## src/rtl/dispatch_engine.sv

```systemverilog
// -----------------------------------------------------------------------------
// dispatch_engine
//
// Command dispatcher sitting between the host command FIFO and the protocol
// facade. Each command word is {opcode[7:0], payload[DATA_W-1:0]}.
//   * Opcodes 0x00..0x03 are forwarded to the facade (go/done handshake), and
//     the received byte is returned to the response FIFO.
//   * Opcodes 0x10..0x13 drive/read an AUX_N-channel pin bank.
//   * Opcodes 0x20/0x21 implement a cycle delay with a loadable high byte.
//   * Anything else, including an AUX channel index >= AUX_N, sets a sticky
//     error flag.
//
// Ports:
//   clock, reset           system clock, asynchronous active-high reset
//   in_nempty/in_data      first-word-fall-through command FIFO head
//   in_pop                 one-cycle pop strobe (only ever high in IDLE)
//   out_full/out_push      response FIFO full flag / one-cycle push strobe
//   out_data               {opcode echo, result}
//   fac_go/fac_cmd         facade start strobe and command (0 data, 1 start,
//                          2 stop, 3 reserved-bitwise)
//   fac_data               byte to facade, held from go until done
//   fac_done/fac_rx        facade completion strobe and received byte
//   aux_out/aux_oe/aux_in  AUX drive level, output enable (0 = Hi-Z), readback
//   busy                   high whenever the FSM is not in IDLE
//   error/error_clr        sticky unknown-opcode flag and its clear
// -----------------------------------------------------------------------------
module dispatch_engine #(
  parameter int DATA_W  = 8,
  parameter int AUX_N   = 4,
  parameter int DELAY_W = 16
) (
  input  logic                  clock,
  input  logic                  reset,
  input  logic                  in_nempty,
  input  logic [8+DATA_W-1:0]   in_data,
  output logic                  in_pop,
  input  logic                  out_full,
  output logic                  out_push,
  output logic [8+DATA_W-1:0]   out_data,
  output logic                  fac_go,
  output logic [1:0]            fac_cmd,
  output logic [DATA_W-1:0]     fac_data,
  input  logic                  fac_done,
  input  logic [DATA_W-1:0]     fac_rx,
  output logic [AUX_N-1:0]      aux_out,
  output logic [AUX_N-1:0]      aux_oe,
  input  logic [AUX_N-1:0]      aux_in,
  output logic                  busy,
  output logic                  error,
  input  logic                  error_clr
);

  localparam int CH_W = (AUX_N > 1) ? $clog2(AUX_N) : 1;
  // Channel limit widened by one bit so AUX_N = 256 is representable.
  localparam logic [DATA_W:0] AUX_N_L = (DATA_W + 1)'(AUX_N);

  typedef enum logic [2:0] {
    ST_IDLE,
    ST_DECODE,
    ST_FAC_WAIT,
    ST_DELAY,
    ST_PUSH
  } state_t;

  state_t                 state_reg;
  logic [8+DATA_W-1:0]    cmd_reg;
  logic [DATA_W-1:0]      delay_hi_reg;
  logic [DELAY_W-1:0]     count_reg;
  logic [8+DATA_W-1:0]    out_data_reg;
  logic                   fac_go_reg;
  logic [1:0]             fac_cmd_reg;
  logic [DATA_W-1:0]      fac_data_reg;
  logic [AUX_N-1:0]       aux_out_reg;
  logic [AUX_N-1:0]       aux_oe_reg;
  logic                   error_reg;

  logic [7:0]             opcode;
  logic [DATA_W-1:0]      payload;
  logic [CH_W-1:0]        ch;
  logic                   ch_ok;
  logic [AUX_N-1:0]       ch_sel;
  logic                   aux_rd;
  logic [2*DATA_W-1:0]    delay_cat;

  assign opcode    = cmd_reg[8+DATA_W-1 -: 8];
  assign payload   = cmd_reg[DATA_W-1:0];
  assign ch        = payload[CH_W-1:0];
  // The whole payload is range-checked, not just the index bits, so e.g.
  // channel 9 on a 4-channel bank is rejected rather than aliased to 1.
  assign ch_ok     = ({1'b0, payload} < AUX_N_L);
  assign delay_cat = {delay_hi_reg, payload};

  // One-hot channel select; all-zero when the index is out of range, which
  // makes the AUX update expressions below harmless on a bad channel.
  genvar gi;
  generate
    for (gi = 0; gi < AUX_N; gi++) begin : g_ch_sel
      assign ch_sel[gi] = ch_ok && (ch == CH_W'(gi));
    end
  endgenerate

  assign aux_rd = |(aux_in & ch_sel);

  // Pop is combinational so the FIFO head is consumed in the same cycle it is
  // latched; gating with reset keeps the FIFO untouched while held in reset.
  assign in_pop   = (state_reg == ST_IDLE) && in_nempty && !reset;
  assign out_push = (state_reg == ST_PUSH) && !out_full;
  assign busy     = (state_reg != ST_IDLE);

  assign out_data = out_data_reg;
  assign fac_go   = fac_go_reg;
  assign fac_cmd  = fac_cmd_reg;
  assign fac_data = fac_data_reg;
  assign aux_out  = aux_out_reg;
  assign aux_oe   = aux_oe_reg;
  assign error    = error_reg;

  always_ff @(posedge clock or posedge reset) begin
    if (reset) begin
      state_reg    <= ST_IDLE;
      cmd_reg      <= '0;
      delay_hi_reg <= '0;
      count_reg    <= '0;
      out_data_reg <= '0;
      fac_go_reg   <= 1'b0;
      fac_cmd_reg  <= 2'd0;
      fac_data_reg <= '0;
      aux_out_reg  <= '0;
      aux_oe_reg   <= '0;
      error_reg    <= 1'b0;
    end else begin
      fac_go_reg <= 1'b0;
      // Clear first; a new error raised below in the same cycle overrides it.
      if (error_clr) begin
        error_reg <= 1'b0;
      end

      case (state_reg)
        ST_IDLE: begin
          if (in_nempty) begin
            cmd_reg   <= in_data;
            state_reg <= ST_DECODE;
          end
        end

        ST_DECODE: begin
          state_reg <= ST_IDLE;
          case (opcode)
            8'h00, 8'h01, 8'h02, 8'h03: begin
              fac_cmd_reg  <= opcode[1:0];
              fac_data_reg <= payload;
              fac_go_reg   <= 1'b1;
              state_reg    <= ST_FAC_WAIT;
            end
            8'h10: begin
              if (ch_ok) begin
                aux_out_reg <= aux_out_reg & ~ch_sel;
                aux_oe_reg  <= aux_oe_reg | ch_sel;
              end else begin
                error_reg <= 1'b1;
              end
            end
            8'h11: begin
              if (ch_ok) begin
                aux_out_reg <= aux_out_reg | ch_sel;
                aux_oe_reg  <= aux_oe_reg | ch_sel;
              end else begin
                error_reg <= 1'b1;
              end
            end
            8'h12: begin
              if (ch_ok) begin
                aux_oe_reg <= aux_oe_reg & ~ch_sel;
              end else begin
                error_reg <= 1'b1;
              end
            end
            8'h13: begin
              if (ch_ok) begin
                out_data_reg <= {opcode, DATA_W'(aux_rd)};
                state_reg    <= ST_PUSH;
              end else begin
                error_reg <= 1'b1;
              end
            end
            8'h20: begin
              count_reg    <= DELAY_W'(delay_cat);
              delay_hi_reg <= '0;
              state_reg    <= ST_DELAY;
            end
            8'h21: begin
              delay_hi_reg <= payload;
            end
            default: begin
              error_reg <= 1'b1;
            end
          endcase
        end

        ST_FAC_WAIT: begin
          if (fac_done) begin
            out_data_reg <= {opcode, fac_rx};
            state_reg    <= ST_PUSH;
          end
        end

        // A loaded value V spends V+1 cycles here: the cycle that sees zero
        // still counts.
        ST_DELAY: begin
          if (count_reg == '0) begin
            state_reg <= ST_IDLE;
          end else begin
            count_reg <= count_reg - DELAY_W'(1);
          end
        end

        ST_PUSH: begin
          if (!out_full) begin
            state_reg <= ST_IDLE;
          end
        end

        default: begin
          state_reg <= ST_IDLE;
        end
      endcase
    end
  end

endmodule
```

## config.mk

```make
export PLATFORM = sky130hd
export DESIGN_NAME = dispatch_engine
export DESIGN_NICKNAME = d
export VERILOG_FILES = /design/src/rtl/dispatch_engine.sv
export SDC_FILE = /design/constraint.sdc
export NUM_CORES = 1
export LEC_CHECK = 0
export BUFFER_PORTS_ARGS = -buffer_cell sky130_fd_sc_hd__clkbuf_2
export CAP_MARGIN = 20
export CORE_MARGIN = 2
export CORE_UTILIZATION = 40
export CTS_CLUSTER_DIAMETER = 200
export DETAILED_ROUTE_END_ITERATION = 6
export SLEW_MARGIN = 25
export SYNTH_ARGS = -nofsm -noshare
export SYNTH_HDL_FRONTEND = slang
export SYNTH_SLANG_ARGS = --single-unit
```

## constraint.sdc

```tcl
create_clock -name clock -period 2.4 [get_ports clock]
set_clock_uncertainty 0.1 [all_clocks]
set_input_delay 0.36 -clock clock [delete_from_list [all_inputs] [get_ports clock]]
set_output_delay 0.36 -clock clock [all_outputs]
set_load 0.02 [all_outputs]
```

==> metrics.md, run 1 <==
| Metric | Value |
|---|---|
| Net Sw Frac | `38.14%` |
| Skew-Pair Late Insertion Delay | `350 ps` |
| Die height | `100.6 microns` |
| Synthesized area | `3735 sq um` |
| Placed Cells | `534` |
| Power density over cell area | `1017 nW/um^2` |
| Max IR drop VDD | `0.4816 mV` |
| Clk slew on worst S/H paths | `80 ps` |
| Max frequency | `433.8 MHz` |
| Leak | `2.108 nW` |
| Tcrit/Tclk final | `96.04%` |
| Synth Flop Type | `dfrtp_1` |
| Critical path peak fanout | `12` |
| Slowest CP cell | `or4_1` |
| Psw | `0.001765 W` |
| Critical Path RT | `2530 ps` |
| Initial Util | `40.81%` |
| Reg power frac | `45.5%` |
| FF-to-FF path depth | `5` |
| Final Setup Violations | `0` |
| RSZ-0062 raised after global routing | `false` |
| Bufs and invs on worst path | `0` |
| Int Power | `0.002862 W` |
| Worst hold path cell count | `2` |
| Bufs on Longest Clock Path | `2` |
| Largest net degree at the start of global routing | `29` |
| First-pass GRT wire length | `14.55 mm` |
| Die area | `10130 sq um` |
| # DRC | `0` |
| Minimum clock period | `2305 ps` |
| Pins Over Slew Limit | `0` |
| Die X | `100.6 microns` |
| # H-tree levels | `3` |
| Post-synthesis sequential area ratio | `52.93%` |
| Synth-to-layout area growth | `21.81%` |
| Hold Slack | `87.50 ps` |
| Main combinational cell family by area after synthesis | `simple AND/OR/NAND/NOR gates` |
| Global router's overall resource usage | `18.52%` |
| Synth Register Bits | `79` |
| Root Driver | `clkbuf_8` |
| Top cell type by total area after synthesis | `dfrtp_1` |
| Worst path depth | `5` |
| Mapped Cells | `351` |
| Final cell count without fillers | `552` |
| WP data arrival | `2430 ps` |
| Final-report hold violation count | `0` |
| CTS tree | `done` |
| CP Capture Type | `flip-flop` |
| Share of layout cells above drive strength 1 | `36.96%` |
| Syn_nets | `387` |
| Adder-cell share of the synthesized area | `0.6700%` |
| Dpl hpwl | `6.436 mm` |
| Core outline area | `9153 sq um` |
| Async SR Flop Fraction | `100.0%` |
| Synth top cells by count | `dfrtp_1 (79), o21ai_0 (37), nand2_1 (35), mux2_2 (32)` |
| Num Clock Sinks | `79` |
| HP Class | `in -> reg` |
| CTS Buf Count | `9` |
| CP Cell Sequence | `or4_1, nor3_4, a21oi_2, nor2_2, o2bb2ai_1` |
| Setup bufs post-CTS | `0` |
| Mux cell area share after synthesis | `10.82%` |
| Post-synth EDFFs | `0` |
| IO Count | `73` |
| Final #Nets | `472` |
| Vias in the first global route | `2852` |
| First-pass detailed-route iteration total | `5` |
| Synth Area in Simple Gates | `17.12%` |
| Number of placement rows | `35` |
| Iteration-0 DRC count of the detailed router | `184` |
| Setup CP Type | `reg -> reg` |
| Crit-path leading delay family | `simple AND/OR/NAND/NOR gates` |
| Antenna viol nets, final | `0` |
| Yosys cell types | `59` |
| Post-Route WL | `9.013 mm` |
| Initial antenna violation count | `0` |
| Compound-gate portion of the synthesized area | `14.17%` |
| Overflow after GRT | `0` |
| Post-synthesis xor/xnor area fraction | `0%` |
| Comb pwr share | `32.2%` |
| Slew Limit Headroom | `49.52%` |
| Outcome | `complete, no violations` |
| Yosys top cell area share | `52.93%` |
| Wirelength per Cell | `16.33 microns` |
| Ant diodes | `0` |
| Setup TNS Final | `0 ps` |
| CP max stage delay | `660 ps` |
| Most frequent cell after synthesis | `dfrtp_1` |
| Power share of the clock group | `22.4%` |
| Synth top area cells | `dfrtp_1 (53%), mux2_2 (9.6%), o21ai_0 (5.0%)` |
| Yosys warns | `0` |
| Syn avg cell area | `10.64 sq um` |
| RePlAce Congestion | `0.8271` |
| Vias per cell | `5.344` |
| Maxcap violations | `0` |
| Vias post-DR | `2950` |
| Worst slew pin tran | `757.1 ps` |
| IO Port Bufs | `72` |
| Setup crit start kind | `flip-flop` |
-- worst paths after layout --
| check | endpoint | slack (ps) | startpoint |
|---|---|---|---|
| worst max register to register | count_reg[10] | 100 | count_reg[9] |
| max in group asynchronous | async pin | 1130 | reset |
| min in group asynchronous | out_data[4] | 540 | reset |
| worst min-delay path | error | 90 | error_clr |
| worst min register to register | delay_hi_reg[6] | 390 | delay_hi_reg[6] |
| worst max-delay path | count_reg[10] | 100 | count_reg[9] |
-- kinds of logic after synthesis --
family                     after synthesis
muxes                                   35
adders and majority gates                2
buffers and inverters                   37
AOI/OAI and AO/OA                       83
DFF                                     79
and+or+nand+nor                        115
-- layout by cell type, fill, tap and decap left out, types with 4 or more instances in the layout --
cell | Yosys | layout
o2bb2ai_1 | 5 | 5
a22oi_1 | 4 | 4
nor2_1 | 18 | 18
inv_1 | 18 | 17
buf_4 | 2 | 17
mux2_2 | 32 | 32
nand2b_1 | 7 | 7
a21oi_1 | 12 | 12
nand3_1 | 18 | 18
clkbuf_8 | 0 | 10
o21ai_0 | 37 | 37
dfrtp_1 | 79 | 79
nand2_1 | 35 | 35
nor3_1 | 8 | 8
clkbuf_2 | 0 | 72
-- timing repair --
action                                  CTS  global route
endpoints found under the hold margin    11             0
gates resized for setup                   0             2
hold buffers                              1             0
endpoints found under the setup margin    0            20
-- power groups by stage --
| stage | Combinational, W | Clock [W] | Sequential (W) |
|---|---|---|---|
| 5_1_grt | 0.00163 | 0.00111 | 0.00217 |
| 6_report | 0.00149 | 0.00103 | 0.00210 |
| 3_3_place_gp | 0.00147 | 0 | 0.00212 |
| 2_1_floorplan | 0.000895 | 0 | 0.00217 |
| 3_5_place_dp | 0.00149 | 0 | 0.00213 |
| 4_1_cts | 0.00150 | 0.00105 | 0.00210 |
-- per-stage QoR --
| step | setup slack (ps) | utilization (%) | total power, W | area (sq um) |
|---|---|---|---|---|
| 2_1_floorplan | 327.8 | - | 0.003066 | 3739 |
| 3_3_place_gp | 146.4 | 47.12 | 0.003583 | 4313 |
| 3_5_place_dp | 33.12 | 47.12 | 0.003620 | 4313 |
| 4_1_cts | 14.36 | 49.49 | 0.004655 | 4529 |
| 5_1_grt | 0.2900 | 49.71 | 0.004905 | 4549 |
| 6_report | 95.04 | 49.71 | 0.004627 | 4549 |
-- metal layers --
layer	track usage, %	up-vias	wire [microns]
li1	-	1418	-
met1	25.50	1435	4053
met2	29.59	86	4447
met3	2.843	11	370
met4	7.060	0	140
met5	0	-	0
-- final cells by class --
| type | count | area [sq um] |
|---|---|---|
| clock buffers | 10 | 137.6 |
| clock inverters | 6 | 68.82 |
| fillers | 821 | 4603 |
| inverters | 18 | 71.32 |
| multi-input cells | 236 | 1618 |
| flip-flops and latches | 79 | 1977 |
| well taps | 111 | 138.9 |
| repair buffers | 92 | 538.0 |
(Power assumes the default switching activity.)
==> run 2: changes to the inputs <==
--- a/config.mk
+++ b/config.mk
@@ -11,6 +11,7 @@
 export CORE_UTILIZATION = 40
 export CTS_CLUSTER_DIAMETER = 200
 export DETAILED_ROUTE_END_ITERATION = 6
+export MAX_ROUTING_LAYER = met4
 export SLEW_MARGIN = 25
 export SYNTH_ARGS = -nofsm -noshare
 export SYNTH_HDL_FRONTEND = slang
==> run 2 against run 1 <==
  * Flip-flop and latch count stayed put
  * Clock-buffer cell count stayed put
  * Utilization is 0.055 points higher
  * Setup slack better by 35 ps
  * Sequential share of layout area hardly changed
  * Via count is 0.20% lower
  * Critical path type unchanged
  * Maximum frequency is 1.6% higher
  * Total power is 0.13% higher
==> metrics.md, run 2 (synthesis results as in run 1) <==
| Metric | Value |
|---|---|
| Outcome | `complete, no violations` |
| Leak | `2.110 nW` |
| Number of placement rows | `35` |
| Share of layout cells above drive strength 1 | `36.96%` |
| Critical path peak fanout | `12` |
| First-pass detailed-route iteration total | `5` |
| Setup bufs post-CTS | `0` |
| Max frequency | `440.6 MHz` |
| Post-Route WL | `9.056 mm` |
| Tcrit/Tclk final | `94.57%` |
| CP Capture Type | `flip-flop` |
| # H-tree levels | `3` |
| RePlAce Congestion | `0.8397` |
| Final #Nets | `472` |
| Maxcap violations | `0` |
| Setup TNS Final | `0 ps` |
| Slew Limit Headroom | `46.40%` |
| Antenna viol nets, final | `0` |
| CP Cell Sequence | `or4_1, nor3_4, a21oi_2, nor2_4, o21ai_0` |
| Overflow after GRT | `0` |
| Global router's overall resource usage | `19.08%` |
| Core outline area | `9153 sq um` |
| Skew-Pair Late Insertion Delay | `350 ps` |
| RSZ-0062 raised after global routing | `false` |
| Worst slew pin tran | `804.0 ps` |
| CTS tree | `done` |
| Setup CP Type | `reg -> reg` |
| Minimum clock period | `2270 ps` |
| Setup crit start kind | `flip-flop` |
| Ant diodes | `0` |
| Commonest non-fill, non-tap cell in the layout | `dfrtp_1` |
| Vias post-DR | `2944` |
| Max IR drop VDD | `0.4823 mV` |
| Slowest CP cell | `or4_1` |
| IO Port Bufs | `72` |
| Bufs on Longest Clock Path | `2` |
| Die X | `100.6 microns` |
| Iteration-0 DRC count of the detailed router | `179` |
| Synth-to-layout area growth | `21.94%` |
| Design Power | `0.004633 W` |
| Hold Slack | `88.04 ps` |
| Final Setup Violations | `0` |
| Clk slew on worst S/H paths | `80 ps` |
| Most frequent cells in the layout | `dfrtp_1 (79), clkbuf_2 (72), o21ai_0 (37), nand2_1 (35), mux2_2 (32)` |
| CP max stage delay | `670 ps` |
| Dpl hpwl | `6.436 mm` |
| CTS Buf Count | `9` |
| Initial Util | `40.81%` |
| Crit-path leading delay family | `simple AND/OR/NAND/NOR gates` |
| Root Driver | `clkbuf_8` |
| # DRC | `0` |
| Post-DP Area | `4313 sq um` |
| Vias per cell | `5.333` |
| Initial antenna violation count | `0` |
| Final Cell Area | `4554 sq um` |
| Die area | `10130 sq um` |
| Fin util | `49.76%` |
| Critical Path RT | `2530 ps` |
| Vias in the first global route | `2850` |
| Bufs and invs on worst path | `0` |
| Die height | `100.6 microns` |
| WP data arrival | `2400 ps` |
| IO Count | `73` |
| First-pass GRT wire length | `14.57 mm` |
| Largest net degree at the start of global routing | `29` |
| Flop2flop setup slack | `130 ps` |
| Pins Over Slew Limit | `0` |
| Power density over cell area | `1017 nW/um^2` |
| HP Class | `in -> reg` |
| Wirelength per Cell | `16.41 microns` |
| Final-report hold violation count | `0` |
| Num Clock Sinks | `79` |
[run 2: cell counts in the layout (fill, tap and decap cells not counted)]
No cell type changed its count.
[run 2: final cells by class]
cell class | count | area, sq um
tap | 111 | 138.9
multi-input combinational | 236 | 1623
sequential | 79 | 1977
timing repair buffer | 92 | 538.0
inverter | 18 | 71.32
clock buffer | 10 | 137.6
fill | 821 | 4598
clock inverter | 6 | 68.82
[run 2: worst paths after layout]
path                                   end       startpoint  cells after the start
max                           count_reg[9]     count_reg[9]                      5
min                                  error        error_clr                      2
max reg2reg                   count_reg[9]     count_reg[9]                      5
min reg2reg                delay_hi_reg[6]  delay_hi_reg[6]                      2
max in group asynchronous       cmd_reg[8]            reset                      4
min in group asynchronous      out_data[4]            reset                      3
[run 2: repair_timing]
item / in CTS / in global routing
hold buffers: 1 / 0
setup endpoints to repair: 0 / 20
endpoints found under the hold margin: 11 / 0
gates resized for setup: 0 / 3
[run 2: where the power goes]
part	internal [W]	leakage [nW]	switching, W
clock	0.000515	0.103	0.000525
sequential	0.00170	1.04	0.000407
combinational	0.000651	0.968	0.000838
[run 2: per-stage QoR]
| stage | cells | setup WS (ps) |
|---|---|---|
| floorplan | 351 | 327.8 |
| global placement | 534 | 146.4 |
| detailed placement | 534 | 33.12 |
| CTS | 551 | 14.36 |
| global route | 552 | 63.50 |
| finish | 552 | 130.4 |
[run 2: routing by layer]
metal	vias to the layer above	track usage [%]	wire length, microns
met4	0	7.060	145
met2	87	29.54	4483
met5	-	-	0
li1	1417	-	-
met3	12	2.705	416
met1	1428	25.68	4011
==> run 3: changes to the inputs <==
==> constraint.sdc (replaced) <==
create_clock -name clock -period 2.4 [get_ports clock]
set_clock_uncertainty 0.1 [all_clocks]
set_input_delay 0.12 -clock clock [delete_from_list [all_inputs] [get_ports clock]]
set_output_delay 0.12 -clock clock [all_outputs]
set_load 0.02 [all_outputs]
==> run 3 against run 2 <==
  * Die area unchanged
  * Final cell count up 5.3%
  * Wire length rose by 4.0%
  * Clock-buffer cell count is the same
  * Largest cell class unchanged
  * Final area grew 6.9%
  * Sequential share of layout area fell by 2.8 points
==> metrics.md, run 3 (synthesis results as in run 1) <==
| Metric | Value |
|---|---|
| Fin util | `53.21%` |
| First-pass detailed-route iteration total | `4` |
| IO Port Bufs | `72` |
| Global router's overall resource usage | `20.37%` |
| Critical Path RT | `2530 ps` |
| Number of placement rows | `35` |
| Synth-to-layout area growth | `30.39%` |
| Net Sw Frac | `36.31%` |
| Final #Nets | `501` |
| Comb pwr share | `31.1%` |
| Post-Route WL | `9.419 mm` |
| Slew Limit Headroom | `55.18%` |
| Most frequent cells in the layout | `dfrtp_1 (79), clkbuf_2 (72), o21ai_0 (37), nand2_1 (35), mux2_2 (32)` |
| Minimum clock period | `2255 ps` |
| Setup crit start kind | `flip-flop` |
| Die height | `100.6 microns` |
| Power share of the clock group | `25.3%` |
| # H-tree levels | `3` |
| Worst slew pin tran | `672.3 ps` |
| Setup bufs post-CTS | `0` |
| CP Capture Type | `flip-flop` |
| Int Power | `0.003123 W` |
| Pre-CTS WS | `122.2 ps` |
| Commonest non-fill, non-tap cell in the layout | `dfrtp_1` |
| Max IR drop VDD | `0.5462 mV` |
| Core outline area | `9153 sq um` |
| Wirelength per Cell | `16.21 microns` |
| Final-report hold violation count | `0` |
| # DRC | `0` |
| CP Cell Sequence | `nor3b_2, nand4_2, or2_1, nor3_2, mux2_1` |
| CTS tree | `done` |
| Final Cell Area | `4870 sq um` |
| Root Driver | `clkbuf_8` |
| Clk slew on worst S/H paths | `90 ps` |
| Slowest CP cell | `dfrtp_1` |
| Dpl hpwl | `6.505 mm` |
| RePlAce Congestion | `0.8399` |
| Crit-path leading delay family | `simple AND/OR/NAND/NOR gates` |
| Final Setup Violations | `0` |
| Overflow after GRT | `0` |
| Bufs on Longest Clock Path | `2` |
| Share of layout cells above drive strength 1 | `34.89%` |
| Die X | `100.6 microns` |
| Critical path peak fanout | `7` |
| Iteration-0 DRC count of the detailed router | `225` |
| Antenna viol nets, final | `0` |
| Max frequency | `443.5 MHz` |
| Psw | `0.001780 W` |
| Vias per cell | `5.274` |
| Pins Over Slew Limit | `0` |
| Outcome | `complete, no violations` |
| Die area | `10130 sq um` |
| Leak | `2.255 nW` |
| Num Clock Sinks | `79` |
| Power density over cell area | `1007 nW/um^2` |
| HP Class | `in -> reg` |
| Setup ws final | `145.4 ps` |
| Tcrit/Tclk final | `93.94%` |
| CTS Buf Count | `9` |
| RSZ-0062 raised after global routing | `false` |
| Reg power frac | `43.6%` |
| IO Count | `73` |
| Initial antenna violation count | `0` |
| First-pass GRT wire length | `15.57 mm` |
| Skew-Pair Late Insertion Delay | `340 ps` |
| Setup CP Type | `reg -> reg` |
| Initial Util | `40.81%` |
| CP max stage delay | `450 ps` |
| Vias in the first global route | `3113` |
| Setup TNS Final | `0 ps` |
| Vias post-DR | `3064` |
| Post-DP Area | `4312 sq um` |
| WP data arrival | `2380 ps` |
| Bufs and invs on worst path | `0` |
| Ant diodes | `0` |
| Largest net degree at the start of global routing | `33` |
| Maxcap violations | `0` |
-- run 3: timing repair --
| action | in CTS | in global routing |
|---|---|---|
| hold buffers | 29 | 0 |
| endpoints found under the setup margin | 0 | 8 |
| gates resized for setup | 0 | 2 |
| endpoints found under the hold margin | 44 | 0 |
-- run 3: power groups by stage --
stage	Clock [W]	Sequential [W]	Combinational, W
global placement	0	0.00215	0.00146
detailed placement	0	0.00216	0.00148
global route	0.00132	0.00220	0.00167
floorplan	0	0.00217	0.000895
finish	0.00124	0.00214	0.00152
CTS	0.00126	0.00213	0.00153
-- run 3: final timing paths --
kind / from / to / slack [ps] / cells after the start
min: aux_in[3] / out_data[0] / 200 / 4
max reg2reg: state_reg[0] / flip-flop / 150 / 5
min in group asynchronous: reset / out_data[1] / 230 / 3
min reg2reg: delay_hi_reg[3] / delay_hi_reg[3] / 390 / 2
max: state_reg[0] / flip-flop / 150 / 5
max in group asynchronous: reset / fac_data[7] / 1370 / 4
-- run 3: routing by layer --
layer	vias up	GRT usage (%)	wire (microns)
met1	1510	25.77	4152
li1	1474	-	-
met4	0	8.641	165
met2	65	32.62	4792
met3	15	3.259	308
met5	-	-	0
-- run 3: worst min-delay path, stage by stage --
cell and delay (ps):
clkbuf_2 70, mux4_2 210, a22oi_1 60, a21oi_1 140
-- run 3: area by class of cell --
cell class	count	area (sq um)
Fill cell	812	4283
Sequential cell	79	1977
Multi-Input combinational cell	235	1612
Timing Repair Buffer	122	820.8
Tap cell	111	138.9
Clock buffer	10	137.6
Clock inverter	6	116.4
Inverter	18	67.56
-- run 3: per-stage QoR --
step                      power (W)  instances  hold slack (ps)
after floorplan            0.003066        351            116.4
after global placement     0.003607        536            49.52
after detailed placement   0.003635        536            50.38
after CTS                  0.004924        581            190.6
after global routing       0.005198        581            230.3
final                      0.004903        581            199.1
